<file path="config.mk">
export PLATFORM = sky130hd
export DESIGN_NAME = stream_mux_rr
export DESIGN_NICKNAME = d
export VERILOG_FILES = /design/src/rtl/stream_mux_rr_pkg.sv /design/src/rtl/rr_arbiter.sv /design/src/rtl/stream_mux_rr.sv
export SDC_FILE = /design/constraint.sdc
export NUM_CORES = 1
export LEC_CHECK = 0
export BUFFER_PORTS_ARGS = -buffer_cell sky130_fd_sc_hd__buf_2
export CELL_PAD_IN_SITES_DETAIL_PLACEMENT = 1
export CELL_PAD_IN_SITES_GLOBAL_PLACEMENT = 2
export CORE_MARGIN = 2
export CORE_UTILIZATION = 26
export CTS_CLUSTER_SIZE = 12
export DETAILED_ROUTE_END_ITERATION = 10
export PLACE_DENSITY_LB_ADDON = 0.1
export SYNTH_ARGS = -nofsm -noshare
export SYNTH_HDL_FRONTEND = slang
export SYNTH_SLANG_ARGS = --single-unit
</file>
<file path="constraint.sdc">
create_clock -name clk -period 13.3 [get_ports clk]
set_input_delay 2.66 -clock clk [delete_from_list [all_inputs] [get_ports clk]]
set_output_delay 2.66 -clock clk [all_outputs]
set_load 0.005 [all_outputs]
</file>
<file path="src/rtl/stream_mux_rr_pkg.sv">
// Shared definitions for the round-robin / fixed-select stream multiplexer.
package stream_mux_rr_pkg;

    localparam logic MODE_FIXED = 1'b0;
    localparam logic MODE_RR    = 1'b1;

    // Width of a flattened bus carrying nch channels of w bits each.
    function automatic int unsigned flat_w(input int unsigned nch, input int unsigned w);
        return nch * w;
    endfunction

endpackage

</file>
<file path="src/rtl/rr_arbiter.sv">
// Round-robin arbiter: searches from ptr+1 upward (wrapping), owns ptr.
// ptr follows whichever index the parent actually granted, so a fixed-select
// grant also moves the round-robin starting point.
module rr_arbiter #(
    parameter int unsigned NUM_CH = 8,
    localparam int unsigned SEL_W = $clog2(NUM_CH)
) (
    input  logic              clk,
    input  logic              rst,
    input  logic [NUM_CH-1:0] req,
    input  logic              enable,
    input  logic              upd_en,
    input  logic [SEL_W-1:0]  upd_idx,
    output logic [NUM_CH-1:0] grant,
    output logic [SEL_W-1:0]  grant_idx
);

    logic [SEL_W-1:0] ptr;

    // First requester after ptr wins; nothing is granted while disabled.
    always_comb begin
        int unsigned idx;
        logic        found;
        grant     = '0;
        grant_idx = '0;
        found     = 1'b0;
        idx       = 0;
        for (int unsigned k = 1; k <= NUM_CH; k++) begin
            idx = (32'(ptr) + k) % NUM_CH;
            if (!found && req[SEL_W'(idx)]) begin
                found                = 1'b1;
                grant[SEL_W'(idx)]   = 1'b1;
                grant_idx            = SEL_W'(idx);
            end
        end
        if (!enable) begin
            grant     = '0;
            grant_idx = '0;
        end
    end

    // Pointer tracks the last granted channel; resets so channel 0 wins first.
    always_ff @(posedge clk or posedge rst) begin
        if (rst) begin
            ptr <= SEL_W'(NUM_CH - 1);
        end else if (upd_en) begin
            ptr <= upd_idx;
        end
    end

endmodule

</file>
<file path="src/rtl/stream_mux_rr.sv">
// N-channel registered stream multiplexer with fixed-select or round-robin
// arbitration and a single full-throughput output register.
module stream_mux_rr
    import stream_mux_rr_pkg::*;
#(
    parameter int unsigned WIDTH  = 32,
    parameter int unsigned NUM_CH = 8,
    localparam int unsigned SEL_W = $clog2(NUM_CH)
) (
    input  logic                                  clk,
    input  logic                                  rst,
    input  logic [flat_w(NUM_CH, WIDTH)-1:0]      in_data,
    input  logic [NUM_CH-1:0]                     in_valid,
    output logic [NUM_CH-1:0]                     in_ready,
    input  logic                                  mode,
    input  logic [SEL_W-1:0]                      sel,
    output logic [WIDTH-1:0]                      out_data,
    output logic [SEL_W-1:0]                      out_ch,
    output logic                                  out_valid,
    input  logic                                  out_ready
);

    logic              load_en_c;
    logic              rr_en_c;
    logic [NUM_CH-1:0] fix_grant_c;
    logic [NUM_CH-1:0] rr_grant_c;
    logic [SEL_W-1:0]  rr_idx_c;
    logic [NUM_CH-1:0] grant_c;
    logic [SEL_W-1:0]  grant_idx_c;
    logic              any_grant_c;
    logic [WIDTH-1:0]  mux_data_c;

    // Output register can take a word when empty or being drained this cycle.
    assign load_en_c = !out_valid || out_ready;
    assign rr_en_c   = load_en_c && (mode == MODE_RR) && !rst;

    rr_arbiter #(
        .NUM_CH (NUM_CH)
    ) u_arb (
        .clk       (clk),
        .rst       (rst),
        .req       (in_valid),
        .enable    (rr_en_c),
        .upd_en    (any_grant_c),
        .upd_idx   (grant_idx_c),
        .grant     (rr_grant_c),
        .grant_idx (rr_idx_c)
    );

    // Fixed decode looks only at the selected channel; out-of-range sel matches nothing.
    always_comb begin
        fix_grant_c = '0;
        for (int unsigned i = 0; i < NUM_CH; i++) begin
            if (sel == SEL_W'(i)) begin
                fix_grant_c[i] = in_valid[i] && load_en_c && !rst && (mode == MODE_FIXED);
            end
        end
    end

    // Pick the active mode's grant.
    always_comb begin
        grant_c     = fix_grant_c;
        grant_idx_c = sel;
        if (mode == MODE_RR) begin
            grant_c     = rr_grant_c;
            grant_idx_c = rr_idx_c;
        end
    end

    assign any_grant_c = |grant_c;
    assign in_ready    = grant_c;

    // AND-OR data select over the one-hot grant.
    always_comb begin
        mux_data_c = '0;
        for (int unsigned i = 0; i < NUM_CH; i++) begin
            mux_data_c = mux_data_c | (in_data[i*WIDTH +: WIDTH] & {WIDTH{grant_c[i]}});
        end
    end

    // Output register: load on grant, drain to empty when consumed without refill.
    always_ff @(posedge clk or posedge rst) begin
        if (rst) begin
            out_valid <= 1'b0;
            out_data  <= '0;
            out_ch    <= '0;
        end else if (any_grant_c) begin
            out_valid <= 1'b1;
            out_data  <= mux_data_c;
            out_ch    <= grant_idx_c;
        end else if (out_ready) begin
            out_valid <= 1'b0;
        end
    end

endmodule

</file>
==> results of run 1 <==
## worst min-delay path by stage
stage,endpoint,slack (ps),cells after the start
after floorplan,out_ch[0],470,2
after global placement,out_ch[1],500,1
after detailed placement,out_ch[1],500,1
after CTS,out_ch[1],510,1
after global routing,out_ch[1],550,1
final,out_ch[1],510,1
## worst max-delay path: cells and delay by family
kind                   cells  cell delay (ps)
AOI/OAI and AO/OA          3              620
buffers and inverters      3              800
muxes                      2              950
and+or+nand+nor            1              670
## cell families (layout without fill, tap and decap cells)
family,after synthesis,in the layout
AOI/OAI and AO/OA,213,213
xor gates and xnor gates,4,4
adders and majority gates,6,6
buffers and inverters,69,342
DFF,39,39
muxes,35,35
other,0,3
and+or+nand+nor,145,145
## cell type report
class                      instances  area, um2
inverter                           9       33.8
fill                            2283      11900
multi-input combinational        403       3610
timing repair buffer             325       1650
clock buffer                       5        125
tap                              234        293
antenna                            3       7.51
clock inverter                     3       47.5
sequential                        39        980
## flip-flops by register name (all words and copies together), names as in the netlist
register   flops
u_arb.ptr      3
out_ch         3
out_data      32
out_valid      1
## per-stage QoR
| step | std cells | total power, uW |
|---|---|---|
| 2_1_floorplan | 511 | 1320 |
| 3_3_place_gp | 1010 | 1740 |
| 3_5_place_dp | 1010 | 1740 |
| 4_1_cts | 1018 | 1900 |
| 5_1_grt | 1021 | 2020 |
| 6_report | 1021 | 1900 |
## metal layers
layer / up-vias / wire (um) / track usage
met1: 3078 / 10600 / 0.326
met2: 374 / 14100 / 0.460
met5: - / 13 / 0
met3: 74 / 2160 / 0.0530
li1: 2761 / - / -
met4: 2 / 1410 / 0.129
## where the power goes
| part | switching (uW) | internal [uW] |
|---|---|---|
| combinational | 898 | 566 |
| clock | 56.0 | 89.6 |
| sequential | 89.1 | 201 |
| total | 1040 | 856 |
## cell usage after synthesis, types with 4 or more instances
master    instances
a41oi_1           5
a31oi_1           6
buf_2            15
ha_1              6
nor3_1           20
nand2b_1          9
a222oi_1         64
o211ai_1          5
nand3_1           8
mux4_2           14
a21oi_1          17
nor2_1           17
nand2_1          24
buf_6             6
a22o_1            4
o22ai_1           5
nor4_1            4
a22oi_1          34
a41oi_2          28
mux2_2            5
mux2i_1          14
o21ai_0           7
nand4_1           6
dfrtp_1          36
inv_1             8
a21oi_2           5
nor3_2           30
clkbuf_1         35
o21ai_1           8
nor2b_1           5
==> impl_metrics.env, run 1 <==
export IMPL_cts_tree="built"
export IMPL_grt_pass1_wl_mm=40.7
export IMPL_cts_hold_repair_buffers=0
export IMPL_outcome="completed"
export IMPL_drc_errors=0
export IMPL_ys_flop_type="dfrtp_1"
export IMPL_grt_overflow=0
export IMPL_clock_skew_ps=9.79
export IMPL_design_area_um2=6760
export IMPL_cts_root_buf="clkbuf_16"
export IMPL_rsz0062_at_grt="false"
export IMPL_core_area_um2=18600
export IMPL_synth_area_um2=4910
export IMPL_netlist_instances=511
export IMPL_synthMuxAreaShare=0.110
export IMPL_r2r_slack_ps=6660
export IMPL_clk_pin_slew_worst_paths_ps=70
export IMPL_avgSynthCellArea_um2=9.61
export IMPL_drv_cap=0
export IMPL_yosysTopAreaCell="dfrtp_1"
export IMPL_ys_seq_elements=39
export IMPL_worstHoldPathType="flip-flop to flip-flop"
export IMPL_htree_levels=2
export IMPL_viasPerCell=6.16
export IMPL_clock_latency_ps=300
export IMPL_drive_gt1_frac=0.552
export IMPL_syn_num_nets=788
export IMPL_synth_distinct_cells=72
export IMPL_placement_cell_area_um2=6580
export IMPL_die_width_um=141
export IMPL_synth_edf_count=0
export IMPL_cts_num_sinks=39
export IMPL_min_period_over_period=0.632
export IMPL_min_period_ps=8400
export IMPL_setup_tns_ps=0
export IMPL_max_stage_delay_ps=670
export IMPL_final_common_cell="buf_2"
export IMPL_final_hold_violation_count=0
export IMPL_r2r_start="u_arb.ptr[0]"
export IMPL_crit_arrival_ps=5740
export IMPL_numPortBuffers=314
export IMPL_cts_buffer_depth=2
export IMPL_grt_use_total=0.270
export IMPL_grt_max_degree=40
export IMPL_power_density_nw_per_um2=281
export IMPL_reg2reg_depth=12
export IMPL_min_from="out_ch[1]"
export IMPL_path_class="primary input to output pin"
export IMPL_pre_cts_ws_ps=4900
export IMPL_hpwl_mm=22.0
export IMPL_ir_drop_mv=0.106
export IMPL_synth_top_family_by_area="compound AO/OA/AOI/OAI gates"
export IMPL_path_common_cell="buf_2"
export IMPL_endpoint_kind="output pin"
export IMPL_synth_xor_area_frac=0.00866
export IMPL_dr_first_iter_drc_count=648
export IMPL_setup_viol=0
export IMPL_initial_core_util=0.263
export IMPL_netlist_area_leader_share=0.183
export IMPL_first_pass_iters=8
export IMPL_endpoint="in_ready[0]"
export IMPL_finalHoldWorstSlack_ps=508
export IMPL_synth_compound_area_frac=0.405
export IMPL_final_antenna_net_count=0
export IMPL_setup_ws_ps=4900
export IMPL_cts_buffers=5
export IMPL_worst_pin_slew_ps=1120
export IMPL_post_route_util=0.362
export IMPL_final_cell_mix="buf_2, a222oi_1, dfrtp_1"
export IMPL_wire_per_inst_um=27.7
export IMPL_vias=6289
export IMPL_cp_start_kind="primary input"
export IMPL_yosys_top_cells_area="dfrtp_1, a222oi_1, a41oi_2"
export IMPL_cts_resized=0
export IMPL_antenna_found_initial=5
export IMPL_startpoint="in_valid[2]"
export IMPL_final_max_slew_viol_count=0
export IMPL_yosys_area_share_simple=0.188
export IMPL_max_freq_mhz=119
export IMPL_yosysSeqAreaShare=0.200
export IMPL_finalWirelength_mm=28.3
export IMPL_num_rows=50
export IMPL_grt_pass1_vias=6675
export IMPL_post_cts_setup_buffers=0
export IMPL_die_area_um2=20000
export IMPL_area_delta_synth_final_pct=37.6
export IMPL_leakagePower_uw=0.00274
export IMPL_crit_path_top_delay_cell="or4_1"
export IMPL_crit_required_ps=10640
export IMPL_relSlewSlack=0.255
export IMPL_final_nets=1060
export IMPL_path_cells="buf_2 > mux4_2 > mux2_2 > or4_1 > a21oi_2 > a211oi_1 > o41ai_4 > buf_4 > buf_2"
export IMPL_path_max_fanout=32
export IMPL_rr_endpoint="out_valid"
export IMPL_ys_warn_count=0
export IMPL_fp_dieH_um=141
export IMPL_async_flop_share=1.00
export IMPL_synth_fa_ha_area_frac=0.0153
export IMPL_routabilityCongestion=0.919
export IMPL_io_pins=315
No activity file was read; power rests on OpenSTA's default activity.
==> run 2, diff against run 1 <==
--- a/config.mk
+++ b/config.mk
@@ -9,7 +9,7 @@
 export CELL_PAD_IN_SITES_DETAIL_PLACEMENT = 1
 export CELL_PAD_IN_SITES_GLOBAL_PLACEMENT = 2
 export CORE_MARGIN = 2
-export CORE_UTILIZATION = 26
+export CORE_UTILIZATION = 21
 export CTS_CLUSTER_SIZE = 12
 export DETAILED_ROUTE_END_ITERATION = 10
 export PLACE_DENSITY_LB_ADDON = 0.1
==> constraint.sdc (replaced) <==
create_clock -name clk -period 6.9 [get_ports clk]
set_input_delay 1.38 -clock clk [delete_from_list [all_inputs] [get_ports clk]]
set_output_delay 1.38 -clock clk [all_outputs]
set_load 0.005 [all_outputs]
==> run 2 against run 1 <==
Sequential share of layout area fell by 0.39 points. Design area rose by 2.7%. Clock skew is 1.9 ps lower. Setup slack lost 3800 ps. Sequential cell count did not move. Final cell count is 8.4% higher. Largest cell class unchanged.
==> impl_metrics.env, run 2 (synthesis results as in run 1) <==
export IMPL_outcome="completed"
export IMPL_clk_pin_slew_worst_paths_ps=70
export IMPL_n_fill_cell=2724
export IMPL_min_period_ps=5830
export IMPL_regMostFlops="out_data"
export IMPL_viasPerCell=5.66
export IMPL_drive_gt1_frac=0.556
export IMPL_path_cells="inv_1 > ha_1 > mux4_2 > mux2_2 > or4_1 > a21oi_2 > a211oi_1 > o41ai_4 > buf_2"
export IMPL_path_class="flip-flop to output pin"
export IMPL_power_internal_uw=1740
export IMPL_cts_buffer_depth=2
export IMPL_final_antenna_net_count=0
export IMPL_post_cts_setup_buffers=0
export IMPL_htree_levels=2
export IMPL_grt_pass1_wl_mm=41.5
export IMPL_grt_max_degree=40
export IMPL_crit_required_ps=5520
export IMPL_setup_viol=0
export IMPL_final_max_slew_viol_count=0
export IMPL_drc_errors=0
export IMPL_max_freq_mhz=171
export IMPL_wire_per_inst_um=26.4
export IMPL_cts_hold_repair_buffers=0
export IMPL_max_stage_delay_ps=760
export IMPL_largest_reg_flops=32
export IMPL_cts_buffers=5
export IMPL_power_density_nw_per_um2=541
export IMPL_grt_overflow=0
export IMPL_core_area_um2=22800
export IMPL_reg2reg_depth=14
export IMPL_drv_cap=0
export IMPL_antenna_found_initial=3
export IMPL_p_switching_uw=2010
export IMPL_cts_root_buf="clkbuf_16"
export IMPL_clock_skew_ps=7.87
export IMPL_final_nets=1068
export IMPL_crit_arrival_ps=4450
export IMPL_die_width_um=157
export IMPL_path_max_fanout=17
export IMPL_hpwl_mm=23.0
export IMPL_leakagePower_uw=0.00279
export IMPL_relSlewSlack=0.231
export IMPL_worst_pin_slew_ps=1140
export IMPL_comb_power_share=0.783
export IMPL_clock_latency_ps=300
export IMPL_swShare=0.536
export IMPL_finalWirelength_mm=29.2
export IMPL_grt_pass1_vias=6440
export IMPL_final_common_cell="buf_2"
export IMPL_post_route_util=0.305
export IMPL_seq_power_share=0.132
export IMPL_endpoint_kind="output pin"
export IMPL_die_area_um2=24600
export IMPL_setup_tns_ps=0
export IMPL_grt_use_total=0.227
export IMPL_numPortBuffers=314
export IMPL_min_period_over_period=0.846
export IMPL_final_hold_violation_count=0
export IMPL_initial_core_util=0.216
export IMPL_rsz0062_at_grt="false"
export IMPL_cts_tree="built"
export IMPL_dr_first_iter_drc_count=617
export IMPL_cp_start_kind="flip-flop"
export IMPL_vias=6263
export IMPL_cts_num_sinks=39
export IMPL_area_delta_synth_final_pct=41.4
export IMPL_io_pins=315
export IMPL_routabilityCongestion=0.920
export IMPL_ir_drop_mv=0.153
export IMPL_worstHoldPathType="flip-flop to flip-flop"
export IMPL_top_regs="out_data: 32 flops, out_ch: 3 flops, u_arb.ptr: 3 flops"
export IMPL_num_rows=55
export IMPL_first_pass_iters=8
export IMPL_final_cell_mix="buf_2, a222oi_1, dfrtp_1"
export IMPL_crit_path_top_delay_cell="dfstp_2"
export IMPL_fp_dieH_um=157
export IMPL_hold_path_cell_count=2
export IMPL_cts_resized=0
export IMPL_clkPwrFrac=0.085
## run 2: cell types whose count changed in the layout (fill, tap and decap cells not counted)
| cell | previous run | this run |
|---|---|---|
| buf_4 | 11 | 18 |
| clkinv_4 | 1 | 0 |
| buf_12 | 0 | 1 |
| diode_2 | 3 | 2 |
| inv_6 | 1 | 0 |
| bufinv_16 | 1 | 2 |
| clkbuf_1 | 0 | 1 |
## run 2: path summary, 6_finish.rpt
check	start	slack [ps]	to
hold / removal	out_ch[0]	500	out_ch[0]
setup reg to reg	u_arb.ptr[1]	1560	out_data[6]
min in group asynchronous	rst	1380	out_valid
hold reg to reg	out_ch[0]	500	out_ch[0]
setup / recovery	u_arb.ptr[1]	1070	in_ready[0]
max in group asynchronous	rst	4940	out_data[0]
## run 2: layer usage
| metal | vias to the layer above | part of all wire | wire length [um] | GRT usage |
|---|---|---|---|---|
| met1 | 3168 | 0.41 | 12000 | 0.294 |
| met4 | 2 | 0.015 | 438 | 0.0424 |
| met2 | 298 | 0.51 | 14900 | 0.395 |
| met3 | 24 | 0.065 | 1890 | 0.0430 |
| met5 | - | 0.00044 | 13 | 0 |
| li1 | 2771 | - | - | - |
## run 2: per-stage QoR
stage	setup slack, ps	cell area [um2]	hold WS, ps	std cells	total power (uW)
after floorplan	1430	4910	471	511	2540
after global placement	1480	6750	470	1097	3420
after detailed placement	1390	6750	486	1097	3420
after CTS	1040	6940	510	1105	3760
after global routing	803	6940	511	1107	4010
final	1070	6940	497	1107	3760
## run 2: power groups by stage
stage                     combinational (uW)  sequential, uW  clock, uW
final                                   2940             497        319
after global routing                    3160             516        335
after CTS                               2940             499        327
after detailed placement                2920             501          0
after global placement                  2920             496          0
after floorplan                         2060             476          0
## run 2: critical path: cells and delay by family (launching register included)
family,cells,cell delay [ps]
AND/OR/NAND/NOR,1,680
AO/OA/AOI/OAI,3,680
buffers and inverters,2,450
flip-flops,1,760
multiplexers,2,1020
adder cells (fa/ha/maj),1,560
## run 2: area by class of cell
type	instances	area, um2	share of cell area
Sequential cell	39	980	0.141
Antenna cell	2	5.00	0.000721
Clock inverter	2	60.1	0.00865
Multi-Input combinational cell	403	3610	0.521
Tap cell	313	392	0.0564
Inverter	9	33.8	0.00487
Timing Repair Buffer	333	1730	0.249
Clock buffer	6	129	0.0186
==> run 3, diff against run 2 <==
--- a/config.mk
+++ b/config.mk
@@ -9,7 +9,7 @@
 export CELL_PAD_IN_SITES_DETAIL_PLACEMENT = 1
 export CELL_PAD_IN_SITES_GLOBAL_PLACEMENT = 2
 export CORE_MARGIN = 2
-export CORE_UTILIZATION = 21
+export CORE_UTILIZATION = 24
 export CTS_CLUSTER_SIZE = 12
 export DETAILED_ROUTE_END_ITERATION = 10
 export PLACE_DENSITY_LB_ADDON = 0.1
==> constraint.sdc (replaced) <==
create_clock -name clk -period 5.7 [get_ports clk]
set_input_delay 1.14 -clock clk [delete_from_list [all_inputs] [get_ports clk]]
set_output_delay 1.14 -clock clk [all_outputs]
set_load 0.005 [all_outputs]
==> run 3 against run 2 <==
Register-to-register slack worse by 1000 ps. Die area fell by 12%. Via count fell by 0.26%. Clock-buffer cell count decreased by 1. Largest power group unchanged. Global-route usage is 2.6 points higher. Clock skew rose by 3.9 ps. Setup slack worse by 850 ps.
==> impl_metrics.env, run 3 (synthesis results as in run 1) <==
export IMPL_outcome="completed"
export IMPL_routabilityCongestion=0.938
export IMPL_cts_num_sinks=39
export IMPL_r2r_start="u_arb.ptr[1]"
export IMPL_antenna_found_initial=8
export IMPL_setup_viol=0
export IMPL_n_fill_cell=2453
export IMPL_cts_hold_repair_buffers=0
export IMPL_final_nets=1077
export IMPL_drv_cap=0
export IMPL_rsz0062_at_grt="false"
export IMPL_path_max_fanout=17
export IMPL_cts_tree="built"
export IMPL_area_delta_synth_final_pct=41.9
export IMPL_setup_tns_ps=0
export IMPL_top_regs="out_data: 32 flops, out_ch: 3 flops, u_arb.ptr: 3 flops"
export IMPL_power_density_nw_per_um2=649
export IMPL_crit_arrival_ps=4350
export IMPL_grt_pass1_vias=6693
export IMPL_min_period_over_period=0.963
export IMPL_multi_input_area_um2=3610
export IMPL_grt_overflow=0
export IMPL_largest_reg_flops=32
export IMPL_clock_latency_ps=290
export IMPL_path_class="flip-flop to output pin"
export IMPL_initial_core_util=0.243
export IMPL_drc_errors=0
export IMPL_grt_max_degree=40
export IMPL_grt_use_total=0.254
export IMPL_htree_levels=2
export IMPL_die_width_um=147
export IMPL_hold_path_cell_count=1
export IMPL_core_area_um2=20200
export IMPL_rr_endpoint="out_data[10]"
export IMPL_min_from="out_ch[1]"
export IMPL_relSlewSlack=0.388
export IMPL_hpwl_mm=22.9
export IMPL_cts_buffers=5
export IMPL_leakagePower_uw=0.00284
export IMPL_crit_required_ps=4560
export IMPL_min_period_ps=5490
export IMPL_worst_pin_slew_ps=919
export IMPL_drive_gt1_frac=0.562
export IMPL_endpoint_kind="output pin"
export IMPL_worstHoldPathType="flip-flop to flip-flop"
export IMPL_dp_cells=1063
export IMPL_final_hold_violation_count=0
export IMPL_viasPerCell=5.80
export IMPL_ir_drop_mv=0.270
export IMPL_io_pins=315
export IMPL_max_freq_mhz=182
export IMPL_post_cts_setup_buffers=0
export IMPL_clock_skew_ps=11.7
export IMPL_vias=6247
export IMPL_final_max_slew_viol_count=0
export IMPL_final_antenna_net_count=0
export IMPL_seqCellArea_um2=980
export IMPL_cts_resized=0
export IMPL_numPortBuffers=314
export IMPL_dr_first_iter_drc_count=642
export IMPL_fp_dieH_um=147
export IMPL_clk_pin_slew_worst_paths_ps=60
export IMPL_final_common_cell="buf_2"
export IMPL_wire_per_inst_um=26.2
export IMPL_num_rows=52
export IMPL_r2r_slack_ps=540
export IMPL_cts_buffer_depth=2
export IMPL_regMostFlops="out_data"
export IMPL_first_pass_iters=9
export IMPL_stdcell_count=1077
export IMPL_die_area_um2=21600
export IMPL_final_cell_mix="buf_2, a222oi_1, dfrtp_1"
export IMPL_finalWirelength_mm=28.2
export IMPL_cp_start_kind="flip-flop"
export IMPL_reg2reg_depth=13
export IMPL_cts_root_buf="clkbuf_16"
export IMPL_grt_pass1_wl_mm=42.0
export IMPL_min_to="out_ch[1]"
## run 3: stage by stage
step	area (um2)	setup WS, ps	util	power (uW)	hold slack, ps
6_report	6970	213	0.346	4530	493
3_3_place_gp	6790	650	0.336	4160	485
5_1_grt	6960	20.4	0.345	4840	543
4_1_cts	6950	250	0.345	4530	502
3_5_place_dp	6790	568	0.336	4170	487
2_1_floorplan	4910	466	-	3070	471
## run 3: report_power, final
group,total (uW),switching (uW),internal [uW]
sequential,615,149,466
combinational,3580,2140,1430
clock,335,128,207
total,4530,2420,2110
## run 3: cell type report
cell class | count | area share
repair buffers | 342 | 0.261
multi-input cells | 403 | 0.519
diodes | 6 | 0.00215
clock inverters | 3 | 0.00628
flip-flops and latches | 39 | 0.141
inverters | 9 | 0.00485
well taps | 270 | 0.0485
clock buffers | 5 | 0.0180
## run 3: per-layer routing
metal | share of wire | global-route usage | up-vias
li1 | - | - | 2794
met1 | 0.39 | 0.321 | 3098
met2 | 0.50 | 0.429 | 305
met3 | 0.079 | 0.0584 | 44
met4 | 0.026 | 0.0813 | 6
met5 | 0.0013 | 0 | -
## run 3: worst max-delay path, cell delays in order, from the launching register on
cell      delay (ps)
dfstp_2          800
inv_1            230
ha_1             430
mux4_2           650
mux2_2           350
or4_1            640
a21oi_2          160
a211oi_1         110
o41ai_4          470
buf_2            220
## run 3: how the worst max path moves through the flow
stage / from / end / slack [ps]
final: u_arb.ptr[1] / in_ready[0] / 210
after global routing: u_arb.ptr[1] / in_ready[3] / 20
after CTS: u_arb.ptr[1] / in_ready[1] / 250
after detailed placement: u_arb.ptr[1] / in_ready[0] / 570
after global placement: u_arb.ptr[1] / in_ready[0] / 650
after floorplan: u_arb.ptr[0] / in_ready[2] / 470
